`src/rtl/pattern_sequencer.sv`:
```
`timescale 1ns/1ps
// -----------------------------------------------------------------------------
// pattern_sequencer
//
// Purpose:
//   Control block for the VGA pattern generator. It turns four raw push-buttons
//   into a pattern index and a horizontal scroll offset. Each button is
//   synchronized, debounced and turned into a single press event. Press events
//   wait in pending flags until the next frame boundary, so the visible
//   pattern and offset never change in the middle of a frame. An optional
//   auto-cycle mode advances the pattern every AUTO_FRAMES frames.
//
// Parameters:
//   NUM_PATTERNS    number of selectable patterns (2..8); pattern_sel wraps
//   DEBOUNCE_CYCLES stable synchronized samples needed to accept a level change
//   AUTO_FRAMES     frames shown per pattern in auto mode (1..4095)
//   X_STEP          x_offset change per left/right press
//
// Ports:
//   clk         in   pixel/system clock
//   reset       in   asynchronous active-high reset
//   up          in   raw button: next pattern
//   down        in   raw button: previous pattern
//   left        in   raw button: x_offset -= X_STEP
//   right       in   raw button: x_offset += X_STEP
//   auto_en     in   synchronous level: enable auto-cycle
//   frame_start in   one-cycle pulse at the first line of vertical blank
//   pattern_sel out  registered pattern index for the graphics mux
//   x_offset    out  registered horizontal offset (added to coord_x downstream)
//   changed     out  one-cycle pulse after a commit that altered an output
// -----------------------------------------------------------------------------
module pattern_sequencer #(
  parameter int NUM_PATTERNS    = 4,
  parameter int DEBOUNCE_CYCLES = 250000,
  parameter int AUTO_FRAMES     = 120,
  parameter int X_STEP          = 8
) (
  input  logic       clk,
  input  logic       reset,
  input  logic       up,
  input  logic       down,
  input  logic       left,
  input  logic       right,
  input  logic       auto_en,
  input  logic       frame_start,
  output logic [2:0] pattern_sel,
  output logic [9:0] x_offset,
  output logic       changed
);

  // Button index map used throughout the block.
  localparam int BTN_UP    = 0;
  localparam int BTN_DOWN  = 1;
  localparam int BTN_LEFT  = 2;
  localparam int BTN_RIGHT = 3;

  // Debounce counter width; clamped so a tiny DEBOUNCE_CYCLES still builds.
  localparam int CNT_W = ($clog2(DEBOUNCE_CYCLES) < 1) ? 1 : $clog2(DEBOUNCE_CYCLES);

  // The sample that moves a button into a CHK state is the first stable
  // sample, so the CHK state finishes when the counter is about to reach
  // DEBOUNCE_CYCLES-1, i.e. when it currently holds DEBOUNCE_CYCLES-2.
  localparam int CNT_LAST_INT = (DEBOUNCE_CYCLES >= 2) ? (DEBOUNCE_CYCLES - 2) : 0;
  localparam logic [CNT_W-1:0] CNT_LAST = CNT_W'(CNT_LAST_INT);

  localparam logic [2:0]  PAT_MAX    = 3'(NUM_PATTERNS - 1);
  localparam logic [11:0] FRAME_LAST = 12'(AUTO_FRAMES - 1);
  localparam logic [9:0]  STEP       = 10'(X_STEP);

  typedef enum logic [1:0] {
    RELEASED,
    PRESS_CHK,
    PRESSED,
    RELEASE_CHK
  } deb_state_t;

  logic [3:0]  raw_buttons;
  logic [3:0]  sync_q1;
  logic [3:0]  sync_q2;
  logic [3:0]  accept;
  logic [3:0]  pending;

  logic [11:0] frame_cnt;
  logic [11:0] frame_next;
  logic [2:0]  pat_next;
  logic [9:0]  off_next;
  logic [2:0]  pat_inc;
  logic [2:0]  pat_dec;
  logic        manual_event;
  logic        offset_event;

  assign raw_buttons = {right, left, down, up};

  // Two-flop synchronizer for all four asynchronous buttons.
  always_ff @(posedge clk or posedge reset) begin
    if (reset) begin
      sync_q1 <= '0;
      sync_q2 <= '0;
    end else begin
      sync_q1 <= raw_buttons;
      sync_q2 <= sync_q1;
    end
  end

  // One debounce FSM per button. A press is only accepted once the
  // synchronized level has been stable for DEBOUNCE_CYCLES samples, and the
  // release must be equally stable before a new press can be recognised, so
  // a held button produces exactly one event.
  genvar g;
  for (g = 0; g < 4; g++) begin : g_debounce
    deb_state_t       state;
    deb_state_t       state_next;
    logic [CNT_W-1:0] cnt;
    logic [CNT_W-1:0] cnt_next;
    logic             hit;
    logic             sync_bit;

    assign sync_bit  = sync_q2[g];
    assign accept[g] = hit;

    always_ff @(posedge clk or posedge reset) begin
      if (reset) begin
        state <= RELEASED;
        cnt   <= '0;
      end else begin
        state <= state_next;
        cnt   <= cnt_next;
      end
    end

    always_comb begin
      state_next = state;
      cnt_next   = cnt;
      hit        = 1'b0;
      unique case (state)
        RELEASED: begin
          if (sync_bit) begin
            state_next = PRESS_CHK;
            cnt_next   = '0;
          end
        end
        PRESS_CHK: begin
          if (!sync_bit) begin
            state_next = RELEASED;
            cnt_next   = '0;
          end else if (cnt == CNT_LAST) begin
            state_next = PRESSED;
            cnt_next   = cnt + 1'b1;
            hit        = 1'b1;
          end else begin
            cnt_next = cnt + 1'b1;
          end
        end
        PRESSED: begin
          if (!sync_bit) begin
            state_next = RELEASE_CHK;
            cnt_next   = '0;
          end
        end
        RELEASE_CHK: begin
          if (sync_bit) begin
            state_next = PRESSED;
            cnt_next   = '0;
          end else if (cnt == CNT_LAST) begin
            state_next = RELEASED;
            cnt_next   = '0;
          end else begin
            cnt_next = cnt + 1'b1;
          end
        end
        default: begin
          state_next = RELEASED;
          cnt_next   = '0;
        end
      endcase
    end
  end

  // Pending flags: a commit clears what it consumed, but an event accepted on
  // the commit edge itself survives into the next frame. Repeated presses
  // within a frame simply re-set an already set flag.
  always_ff @(posedge clk or posedge reset) begin
    if (reset) begin
      pending <= '0;
    end else begin
      pending <= accept | (pending & {4{~frame_start}});
    end
  end

  // Wrapping increment/decrement of the pattern index.
  assign pat_inc = (pattern_sel >= PAT_MAX) ? 3'd0 : (pattern_sel + 3'd1);
  assign pat_dec = (pattern_sel == 3'd0) ? PAT_MAX : (pattern_sel - 3'd1);

  assign manual_event = pending[BTN_UP] ^ pending[BTN_DOWN];
  assign offset_event = pending[BTN_RIGHT] ^ pending[BTN_LEFT];

  // Next committed values. Opposing presses cancel out; a manual pattern
  // change takes priority over auto-cycle and restarts the frame count.
  always_comb begin
    pat_next   = pattern_sel;
    off_next   = x_offset;
    frame_next = frame_cnt;

    if (manual_event) begin
      frame_next = '0;
      pat_next   = pending[BTN_UP] ? pat_inc : pat_dec;
    end else if (auto_en) begin
      if (frame_cnt == FRAME_LAST) begin
        frame_next = '0;
        pat_next   = pat_inc;
      end else begin
        frame_next = frame_cnt + 12'd1;
      end
    end else begin
      frame_next = '0;
    end

    if (offset_event) begin
      off_next = pending[BTN_RIGHT] ? (x_offset + STEP) : (x_offset - STEP);
    end
  end

  // Output registers only move on a frame_start edge; changed is a single
  // cycle pulse following a commit that actually altered something.
  always_ff @(posedge clk or posedge reset) begin
    if (reset) begin
      pattern_sel <= '0;
      x_offset    <= '0;
      frame_cnt   <= '0;
      changed     <= 1'b0;
    end else if (frame_start) begin
      pattern_sel <= pat_next;
      x_offset    <= off_next;
      frame_cnt   <= frame_next;
      changed     <= (pat_next != pattern_sel) || (off_next != x_offset);
    end else begin
      changed     <= 1'b0;
    end
  end

endmodule

```
`config.mk`:
```
export PLATFORM = sky130hd
export DESIGN_NAME = pattern_sequencer
export DESIGN_NICKNAME = d
export VERILOG_FILES = /design/src/rtl/pattern_sequencer.sv
export SDC_FILE = /design/constraint.sdc
export NUM_CORES = 1
export LEC_CHECK = 0
export BUFFER_PORTS_ARGS = -buffer_cell sky130_fd_sc_hd__clkbuf_2
export CAP_MARGIN = 0
export CORE_UTILIZATION = 45
export DETAILED_ROUTE_END_ITERATION = 10
export GPL_ROUTABILITY_DRIVEN = 1
export PLACE_DENSITY_LB_ADDON = 0.2
export SYNTH_ARGS = -nofsm -noshare
export SYNTH_HDL_FRONTEND = slang
export SYNTH_SLANG_ARGS = --single-unit
```
`constraint.sdc`:
```
create_clock -name clk -period 4 [get_ports clk]
set_clock_uncertainty 0.2 [all_clocks]
set_input_delay 0.2 -clock clk [delete_from_list [all_inputs] [get_ports clk]]
set_output_delay 0.2 -clock clk [all_outputs]
set_load 0.02 [all_outputs]
```
==> results of run 1 <==
synth_stat cells, drive strengths merged (3+ instances only):
| cell type | number | share of area [%] |
|---|---|---|
| nor4 | 4 | 0.40 |
| a31oi | 8 | 0.79 |
| buf | 14 | 1.8 |
| clkbuf | 16 | 0.95 |
| nand4 | 17 | 1.7 |
| o41ai | 4 | 0.55 |
| o311ai | 6 | 1.5 |
| o21a | 3 | 0.36 |
| o31ai | 29 | 3.4 |
| and2 | 7 | 0.69 |
| mux2i | 3 | 0.47 |
| a21oi | 23 | 1.8 |
| nor2 | 60 | 3.6 |
| nand2b | 19 | 1.9 |
| nor4b | 4 | 0.55 |
| inv | 20 | 1.2 |
| xnor2 | 9 | 1.2 |
| ha | 18 | 3.6 |
| o21ai | 101 | 8.0 |
| mux2 | 3 | 0.53 |
| xor2 | 20 | 2.8 |
| nor4bb | 5 | 0.79 |
| and3 | 16 | 1.6 |
| nand3 | 38 | 3.0 |
| nor2b | 16 | 1.6 |
| nand2 | 82 | 4.9 |
| nor3 | 7 | 0.55 |
| dfrtp | 115 | 45 |
| and4 | 4 | 0.55 |
| o22ai | 6 | 0.59 |
worst max-delay path: stages (launching register included):
cell and delay, ns:
dfrtp_1 0.44, nor4bb_1 0.48, nand3_1 0.16, o311ai_2 0.57, buf_4 0.37, a31oi_1 0.06
o21ai_0 0.18, o31ai_1 0.09
power groups by stage:
stage / clock network (mW) / registers [mW] / logic [mW]
floorplan: 0 / 1.28 / 0.221
finish: 1.44 / 1.25 / 0.308
CTS: 1.47 / 1.25 / 0.311
detailed placement: 0 / 1.27 / 0.306
global placement: 0 / 1.26 / 0.296
global route: 1.53 / 1.25 / 0.353
final timing paths:
path                                        from               endpoint  slack (ns)  cells after the start
min                                  frame_start         pattern_sel[2]        0.09                      2
max reg2reg                g_debounce[0].cnt[13]  g_debounce[0].cnt[12]        1.32                      7
min in group asynchronous                  reset             sync_q1[1]        0.31                      3
max                        g_debounce[0].cnt[13]  g_debounce[0].cnt[12]        1.32                      7
min reg2reg                           sync_q1[3]             sync_q2[3]        0.14                      0
max in group asynchronous                  reset             sync_q1[3]        2.43                      4
kinds of logic after synthesis:
| group | Yosys count | share of synthesized area, % |
|---|---|---|
| AOI/OAI and AO/OA | 191 | 18.6 |
| xor gates and xnor gates | 29 | 4.02 |
| adders and majority gates | 19 | 3.88 |
| buffers and inverters | 50 | 3.90 |
| DFF | 115 | 45.5 |
| muxes | 6 | 1.01 |
| other | 1 | 0.0593 |
| and+or+nand+nor | 289 | 23.0 |
routing by layer:
layer  GRT usage, %  routed length (um)  vias up
met4           7.87                 227        0
met3           4.62                 457       21
li1               -                   -     2541
met2           28.6                5500       97
met5              0                   0        -
met1           25.4                6240     2466
state kept, by name (all words and copies together) (netlist names), named ones only:
name and count:
frame_cnt 12, changed 1, pending 4, sync_q2 4
sync_q1 4, g_debounce.cnt 72, g_debounce.state 4, x_offset 7
pattern_sel 3
layout make-up:
type	instances	area, sq um	area share, %
multi-input cells	537	3220	45.0
clock buffers	27	523	7.32
inverters	20	77.6	1.09
clock inverters	4	45.0	0.631
flip-flops and latches	115	2880	40.3
repair buffers	28	180	2.52
well taps	176	220	3.08
metrics by stage:
step / utilization, % / std cells
detailed placement: 48.4 / 870
CTS: 53.1 / 907
floorplan: - / 702
global placement: 48.4 / 870
finish: 53.1 / 907
global route: 53.1 / 907
==> results.txt, run 1 <==
The run finished with clean final reports. The share of power burned in registers is roughly two fifths. The combined area of all synthesized cells is 6330 sq um. The number of filler cells placed in the layout is ~1200. The number of diodes came out at 0. The area growth from synthesis to final layout is 12.9%. The number of placed I/O pins came out at 22. The via count came out at 5125. In this run, synthesis inferred 0 flip-flops with an integrated enable. The worst-case hold slack came out at 0.0927 ns. Power spread over the standard cell area amounts to roughly 420 nW/um^2. The hold-fix buffer count after cts is 6. The half-perimeter wire length of the detailed placement result came out at 8240 um. Once layout is done, the placed cells without fillers occupy between 7000 and 8000 sq um. The initial antenna violation count came to 0. Clock tree synthesis inserted a total of 17 buffers. The clock root buffer master is clkbuf_16. After the last flow step, the layout net total stands at roughly 750. In this run switching power makes up 24.3% of total power. The number of synthesized register bits came out at roughly 120. The final cycle utilization of the critical path came out at between 60% and 70%. The post-placement setup slack is approximately 1.3 ns. The proportion of register bits with asynchronous set or reset after synthesis came out at 100%.

Leaving out fill and tap cells, the most frequent cell in the layout is dfrtp_1. The total power consumption of the routed design is between 2 and 3 mW. TritonCTS built the clock tree. The number of remaining DRC errors came out at 0. The headroom to the max-slew limit is 26.6%. The initial cell density of the core is 47.0%. The library cells used most frequently in the layout, excluding fill and tap cells, are dfrtp_1 (115), o21ai_0 (91), nand2_1 (82). The combinational power share is around 10%.

The leakage power is roughly 3.0 nW. The post-detailed-route via-to-cell ratio is 5.65. During synthesis, Yosys emitted a total of 0 warnings. The placed instances occupy a cell area of 6510 sq um. The prevailing post-synth register cell is dfrtp_1. The peak supply drop came out at roughly 0.35 mV. The max-capacitance violation count is 0. The all-layer global routing usage is between 10% and 20%. The kind of end point of the critical path is a flip-flop. The number of nets still failing antenna checks after routing came out at 0. The internal power of the cells totals ~2.3 mW. The average footprint of a synthesized cell is around 9 sq um. The share of layout cells above drive strength 1 came out at between 8 and 9%. The timing-limited maximum frequency came out at between 300 and 400 MHz. The time the final worst path needs with I/O delays and setup is 2.68 ns. The part of the power in the clock network came out at a little under half. The detailed-router iteration count before antenna repair came out at 5. The latest clock arrival within the worst-skew pair is 0.41 ns. The floorplan core area came out at 13500 sq um. The startpoint class of the critical path is a flip-flop. The floorplan die area is about 15000 sq um. The total clock sinks came out at about 120. The gate count after technology mapping came out at 700.

Setup repair after global routing left no endpoint under its margin. The min-delay analysis places its worst path in the category in -> reg. The global-route wire length before repair came out at about 22000 um. In the post-route analysis, the smallest setup slack over all paths is 1.32 ns.

The critical path in this run is classified as reg -> reg. The sum of routed wire length over all layers is ~12000 um. The die height is approximately 120 um. For the worst setup path, the data arrival time is 2.77 ns. The remaining global-route overflow is 0. After clock tree synthesis, the clock-pin slew on the worst setup and hold paths is 0.05 ns. The via count of the first global-routing pass came to between 4000 and 5000.

For this block, the initial DRC count from the detailed router was approximately 370. The distinct cell type count of the synthesized netlist came out at 57. The max-slew violation total from the final report is 0. The transition time at the pin with the least slew margin is approximately 1.1 ns.

The setup TNS came out at 0 ns. The weighted congestion at the end of routability-driven global placement came out at slightly above 0.8. The switching power summed over all nets came out at 726 uW.

The number of H-tree levels came out at 4. The per-cell routed wire length is between 10 and 15 um. The largest buffer count on any clock path came out at 2. Post-CTS repair changed the size of 0 cells. For the worst setup path, the data required time is slightly above 4 ns. The final-report hold violation count came out at 0. The setup violation total in the final timing report is 0. The initialized floorplan defines between 40 and 50 standard-cell rows.

The largest net degree at the start of global routing is slightly above 70. The post-CTS setup buffer count came out at 0. The sequential cell area fraction in the yosys report came out at between 40% and 50%. The count of buffers inserted at the top-level ports came out at 18.

Measured along the x axis, the die boundary spans approximately 120 um. Of all nets on the critical path, the largest fanout is 24.
(Power assumes the default switching activity.)
==> run 2, diff against run 1 <==
Clock period 4 ns to 2.27 ns, I/O delays scaled along.
==> run 2 against run 1 <==
Hold slack worse by 0.0012 ns. Register-to-register slack got worse by 1.2 ns. Via count is 4.9% higher. Global-route usage increased by 1.0 points. Combinational power up 120%. Sequential power grew 74%. Core utilization rose by 4.6 points. Routed wire length rose by 8.2%. Design area grew 8.7%. Largest power group unchanged.
==> results.txt, run 2 (synthesis gave the netlist of run 1 again) <==
The run finished with clean final reports. The sum of routed wire length over all layers was 13400 um (+8.2%). The largest net degree at the start of global routing is 42 (-41%). The depth of the worst register-to-register path came to 8 (+1). The post-placement setup slack is 0.0334 ns (-1.30 ns). The final-report hold violation count is 0 (unchanged).

The number of remaining DRC errors came to 0 (unchanged). The transition time at the pin with the least slew margin came to 0.676 ns (-0.421 ns). The per-cell routed wire length came out at 14.2 um (+3.5%). The startpoint class of the critical path is a flip-flop. The register clock-pin slew on the reported worst setup and hold paths is 0.05 ns (about the same). The arrival time reported for the critical path endpoint came out at 2.29 ns (-0.48 ns).

The number of CTS-inserted buffers is 17 (unchanged). The worst setup path is of the reg -> reg kind. The max-slew violation total from the final report came to 0 (unchanged). The all-layer global routing usage is 19.8% (+1.0 points). The final design area excluding fillers came out at 7760 sq um (+8.7%). The via count of the first global-routing pass is 5125 (+6.4%). The die height came to 121 um (unchanged). The number of core rows came out at 42 (unchanged).

The headroom to the max-slew limit is 54.9% (+28 points). The DRC violation total after the first TritonRoute iteration came to 405 (+8.9%). The count of buffers inserted at the top-level ports is 18 (unchanged). The number of flip-flops under the largest register name is 72 (unchanged).

The final cycle utilization of the critical path is 96.6% (+30 points). The setup violation total in the final timing report was 0 (unchanged). The worst-case hold slack came out at 0.0915 ns (-0.00117 ns). Setup repair after global routing could not meet its margin everywhere. STA classifies the critical path endpoint as a flip-flop. The count of placed standard cells in the final layout, fillers left out is 949 (+4.6%). The floorplan die area is 14500 sq um (unchanged). The initial cell density of the core came to 47.0% (unchanged). The cell area reported after detailed placement came out at 6820 sq um (+4.7%). The timing-limited maximum frequency is 456 MHz (+22%). The net count of the finished layout is 787 (+5.5%). The max-capacitance violation count is 0 (unchanged). The number of diodes was 0 (unchanged). The number of placed I/O pins is 22 (unchanged). The largest registers in the layout are g_debounce.cnt: 72 flops, frame_cnt: 12 flops, x_offset: 7 flops. The worst-case setup margin in the final layout came out at 0.0764 ns (-1.24 ns). The required time at the endpoint of the critical path is 2.36 ns (-1.73 ns). In this run the worst hold path is classified as in -> async. The global-route wire length before repair is 23100 um (+5.4%). The total power per unit cell area came to 737 nW/um^2 (+76%). The most common cell after layout, fill and taps aside is dfrtp_1. The maximum fanout count along the critical path is 3 (-88%). The largest buffer count on any clock path is 2 (unchanged). The placed cell count is 901 (+3.6%). In this run the clock root is driven by a clkbuf_16. The final standard cell utilization of the core came to 57.7% (+4.6 points). The weighted congestion at the end of routability-driven global placement came out at 0.862 (+4.8%).

The number of nets still failing antenna checks after routing came out at 0 (unchanged). The time the final worst path needs with I/O delays and setup came to 2.19 ns (-0.489 ns). The leakage power is 3.32 nW (+9.7%).

The library cells used most frequently in the layout, excluding fill and tap cells, are dfrtp_1 (114), o21ai_0 (89), nand2_1 (82). The remaining global-route overflow was 0 (unchanged). The area growth from synthesis to final layout is 22.7%.

The total power consumption of the routed design is 5.72 mW (+91%). The initial antenna violation count came to 0 (unchanged). The floorplan core area is 13500 sq um (unchanged). TritonCTS built the clock tree.

The width of the chip came out at 121 um (unchanged). The total clock sinks is 115 (unchanged). The setup TNS is 0 ns (unchanged). The number of H-tree levels came to 4 (unchanged). The share of layout cells above drive strength 1 came out at 16.0% (+7.6 points).

The half-perimeter wire length of the detailed placement result is 8740 um (+6.0%). The via count is 5377 (+4.9%). The detailed-router iteration count before antenna repair is 4 (-1).

The post-detailed-route via-to-cell ratio was 5.67 (+0.27%). The peak supply drop came out at 0.550 mV (+56%). The latest clock arrival within the worst-skew pair came out at 0.42 ns (about the same). Counting flops per register, the top entry is g_debounce.cnt.
==> run 2: cell count changes in the layout (fill, tap and decap cells not counted), sizes merged, moves of 4 or more <==
cell	delta
buf	+37
bufinv	+4
clkbuf	-6
clkinvlp	+6
==> run 2: path summary, 6_finish.rpt <==
kind                                      from                     to  slack [ns]
worst max register to register  pattern_sel[0]                changed        0.08
min in group clk                          left             sync_q1[2]        0.14
worst min register to register      sync_q1[3]             sync_q2[3]        0.15
worst max-delay path            pattern_sel[0]                changed        0.08
worst min-delay path                     reset             sync_q1[2]        0.09
max in group asynchronous                reset  g_debounce[3].cnt[14]        1.15
==> run 2: area by class of cell <==
class	count	area (sq um)
timing repair buffer	69	589
sequential	115	2880
inverter	20	78.8
clock buffer	18	429
fill	1182	5690
clock inverter	14	211
tap	176	220
multi-input combinational	537	3350
==> run 2: power breakdown <==
part	switching (mW)	internal (mW)	leakage, nW
logic	0.392	0.274	1.47
registers	0.0612	2.12	1.55
clock network	0.939	1.94	0.298
total	1.39	4.33	3.32
==> run 2: what timing repair did <==
action	CTS	global route
resized for setup	0	28
hold buffers	7	0
setup buffers	0	5
endpoints found under the hold margin	127	0
endpoints found under the setup margin	0	52
==> run 2: per-layer routing <==
| metal | global-route usage, % | wire, um | up-vias | share of wire [%] |
|---|---|---|---|---|
| met1 | 25.3 | 6330 | 2599 | 47 |
| met4 | 9.03 | 266 | 0 | 2.0 |
| li1 | - | - | 2640 | - |
| met5 | 0 | 0 | - | 0 |
| met3 | 4.29 | 449 | 28 | 3.3 |
| met2 | 32.0 | 6400 | 110 | 48 |
==> run 2: critical path: stages (launching register included) <==
cell and delay [ns]:
dfrtp_1 0.38, ha_1 0.20, ha_1 0.24, a2111oi_4 0.34, nor2_1 0.10, a21oi_2 0.16, o21ai_0 0.13, a221oi_2 0.24
a21boi_1 0.09
==> run 3, diff against run 2 <==
Settings changed: BUFFER_PORTS_ARGS -buffer_cell sky130_fd_sc_hd__clkbuf_2 to -buffer_cell sky130_fd_sc_hd__buf_2.
==> run 3 against run 2 <==
Sequential share of layout area up 0.35 points. Worst setup slack better by 0.0048 ns. Clock power down 9.7%. Via count down 0.46%. Non-clock buffer count unchanged. Die area unchanged. Register-to-register slack about the same.
==> results.txt, run 3 (synthesis gave the netlist of run 1 again) <==
The transition time at the pin with the least slew margin is 0.694 ns (+0.0178 ns). The global-route wire length before repair came to 23100 um (about the same). The headroom to the max-slew limit is 53.7% (-1.2 points). The number of H-tree levels is 4 (unchanged). The all-layer global routing usage came out at 19.7% (-0.074 points). Broken down by cell family, the worst path's largest delay share belongs to compound AO/OA/AOI/OAI gates. The largest buffer count on any clock path came out at 2 (unchanged).

The weighted congestion at the end of routability-driven global placement came out at 0.812 (-5.8%). The remaining global-route overflow is 0 (unchanged). The leakage power came to 3.31 nW (-0.43%). The final design area excluding fillers came out at 7690 sq um (-0.90%). The count of buffers inserted at the top-level ports was 18 (unchanged). The number of logic stages on the critical path including buffering came out at 9 (+1). The tightest min-delay check is of the in -> reg type. The floorplan core area came to 13500 sq um (unchanged).

The number of core rows is 42 (unchanged). The peak supply drop is 0.555 mV (+1.0%). The number of CTS-inserted buffers came out at 17 (unchanged). The max-slew violation total from the final report is 0 (unchanged). The kind of critical path is reg -> reg.

The worst stage delay on the critical path is 0.41 ns (+0.03 ns). Setup repair after global routing could not meet its margin everywhere. The depth of the worst register-to-register path came out at 9 (+1). The maximum fanout count along the critical path is 8 (+5). The time the final worst path needs with I/O delays and setup came to 2.19 ns (-0.00478 ns). The initial cell density of the core came out at 47.0% (unchanged). The arrival time reported for the critical path endpoint came out at 2.28 ns (about the same). The largest net degree at the start of global routing came out at 116 (+180%). The final cycle utilization of the critical path came out at 96.4% (-0.21 points).

The number of nets still failing antenna checks after routing came out at 0 (unchanged). The number of buffers and inverters on the critical path is 2 (+2). The run finished with clean final reports. The width of the chip is 121 um (unchanged). Walking the worst path, the cells encountered are inv_1 > ha_1 > and4bb_2 > nand3_2 > o311ai_4 > clkbuf_16 > a21oi_1 > o21ai_0 > o31ai_1. In this run the worst setup path begins at g_debounce[0].cnt[0]. The number of placed I/O pins is 22 (unchanged). The clock root buffer master is clkbuf_16. The via count of the first global-routing pass was 5010 (-2.2%). The half-perimeter wire length of the detailed placement result came out at 8400 um (-3.8%). The count of placed standard cells in the final layout, fillers left out came out at 949 (unchanged). The worst register-to-register path begins at g_debounce[0].cnt[0].

For this design, the slowest cell found on the critical path is dfrtp_1. Ranked by flip-flop count, first place goes to g_debounce.cnt. The per-cell routed wire length came out at 14.3 um (+0.59%). The share of layout cells above drive strength 1 came to 15.0% (-1.0 points). The setup TNS is 0 ns (unchanged). The placed cell count is 897 (-0.44%). Following the worst setup path forward leads to its endpoint at g_debounce[0].cnt[5].

The register clock-pin slew on the reported worst setup and hold paths is 0.05 ns (about the same). The number of diodes is 0 (unchanged). STA classifies the critical path endpoint as a flip-flop. The final-report hold violation count came out at 0 (unchanged). The die height came out at 121 um (unchanged).

The number of remaining DRC errors came out at 0 (unchanged). The DRC violation total after the first TritonRoute iteration is 467 (+15%). In this run the critical register-to-register path is captured at g_debounce[0].cnt[5].

The setup violation total in the final timing report is 0 (unchanged). The total clock sinks is 115 (unchanged). Leaving out fill and tap cells, the most frequent cell in the layout is dfrtp_1. The latest clock arrival within the worst-skew pair came to 0.41 ns (about the same). The detailed-router iteration count before antenna repair came to 5 (+1). The area growth from synthesis to final layout is 21.6%. The cell area reported after detailed placement came out at 6770 sq um (-0.77%). The top cell types in the final layout, fill and taps aside, are dfrtp_1 (113), o21ai_0 (85), nand2_1 (82). The startpoint class of the critical path is a flip-flop.

TritonCTS built the clock tree. The required time at the endpoint of the critical path is 2.36 ns (about the same). The initial antenna violation count is 0 (unchanged). The post-detailed-route via-to-cell ratio is 5.64 (-0.46%). The final standard cell utilization of the core is 57.2% (-0.52 points). The floorplan die area is 14500 sq um (unchanged). The total power per unit cell area was 708 nW/um^2 (-3.9%). The number of filler cells placed in the layout is 1192 (+0.85%). The max-capacitance violation count is 0 (unchanged). The number of flip-flops under the largest register name is 72 (unchanged). The net count of the finished layout is 787 (unchanged). The via count came out at 5352 (-0.46%). The timing-limited maximum frequency is 457 MHz (+0.22%). The largest registers in the layout are g_debounce.cnt: 72 flops, frame_cnt: 12 flops, x_offset: 7 flops. The reg2reg setup slack was 0.08 ns (about the same). The sum of routed wire length over all layers is 13500 um (+0.59%).
## run 3: repair_timing
| item | in CTS | in global routing |
|---|---|---|
| hold endpoints to repair | 131 | 0 |
| hold buffers | 7 | 0 |
| setup endpoints to repair | 0 | 53 |
| buffers inserted | 0 | 9 |
| resized for setup | 0 | 29 |
## run 3: final cells by class
class | instances | area, sq um | share of cell area, %
timing repair buffer | 69 | 618 | 8.04
inverter | 20 | 78.8 | 1.02
clock inverter | 4 | 70.1 | 0.911
tap | 176 | 220 | 2.86
multi-input combinational | 537 | 3320 | 43.1
sequential | 115 | 2880 | 37.4
clock buffer | 28 | 507 | 6.59
## run 3: stage by stage
stage	setup WS, ns	hold WS [ns]	total power [mW]
finish	0.0812	0.137	5.44
global route	-0.0618	0.132	5.69
CTS	0.0382	0.122	5.46
detailed placement	0.0519	0.0228	2.82
global placement	0.118	0.0217	2.79
floorplan	0.00191	-0.0551	2.65
## run 3: report_power, final
group	switching [mW]	internal, mW
clock network	0.876	1.73
logic	0.385	0.277
registers	0.0602	2.12
total	1.32	4.12
## run 3: how the worst min path moves through the flow
stage,start,depth (start not counted),endpoint
global route,down,2,sync_q1[1]
global placement,left,1,sync_q1[2]
CTS,down,2,sync_q1[1]
detailed placement,down,1,sync_q1[1]
floorplan,up,0,sync_q1[0]
finish,down,2,sync_q1[1]
## run 3: layer usage
| metal | global-route usage, % | routed length [um] |
|---|---|---|
| met5 | 0 | 0 |
| met4 | 6.87 | 148 |
| met3 | 4.67 | 542 |
| met2 | 31.3 | 6480 |
| met1 | 26.3 | 6360 |
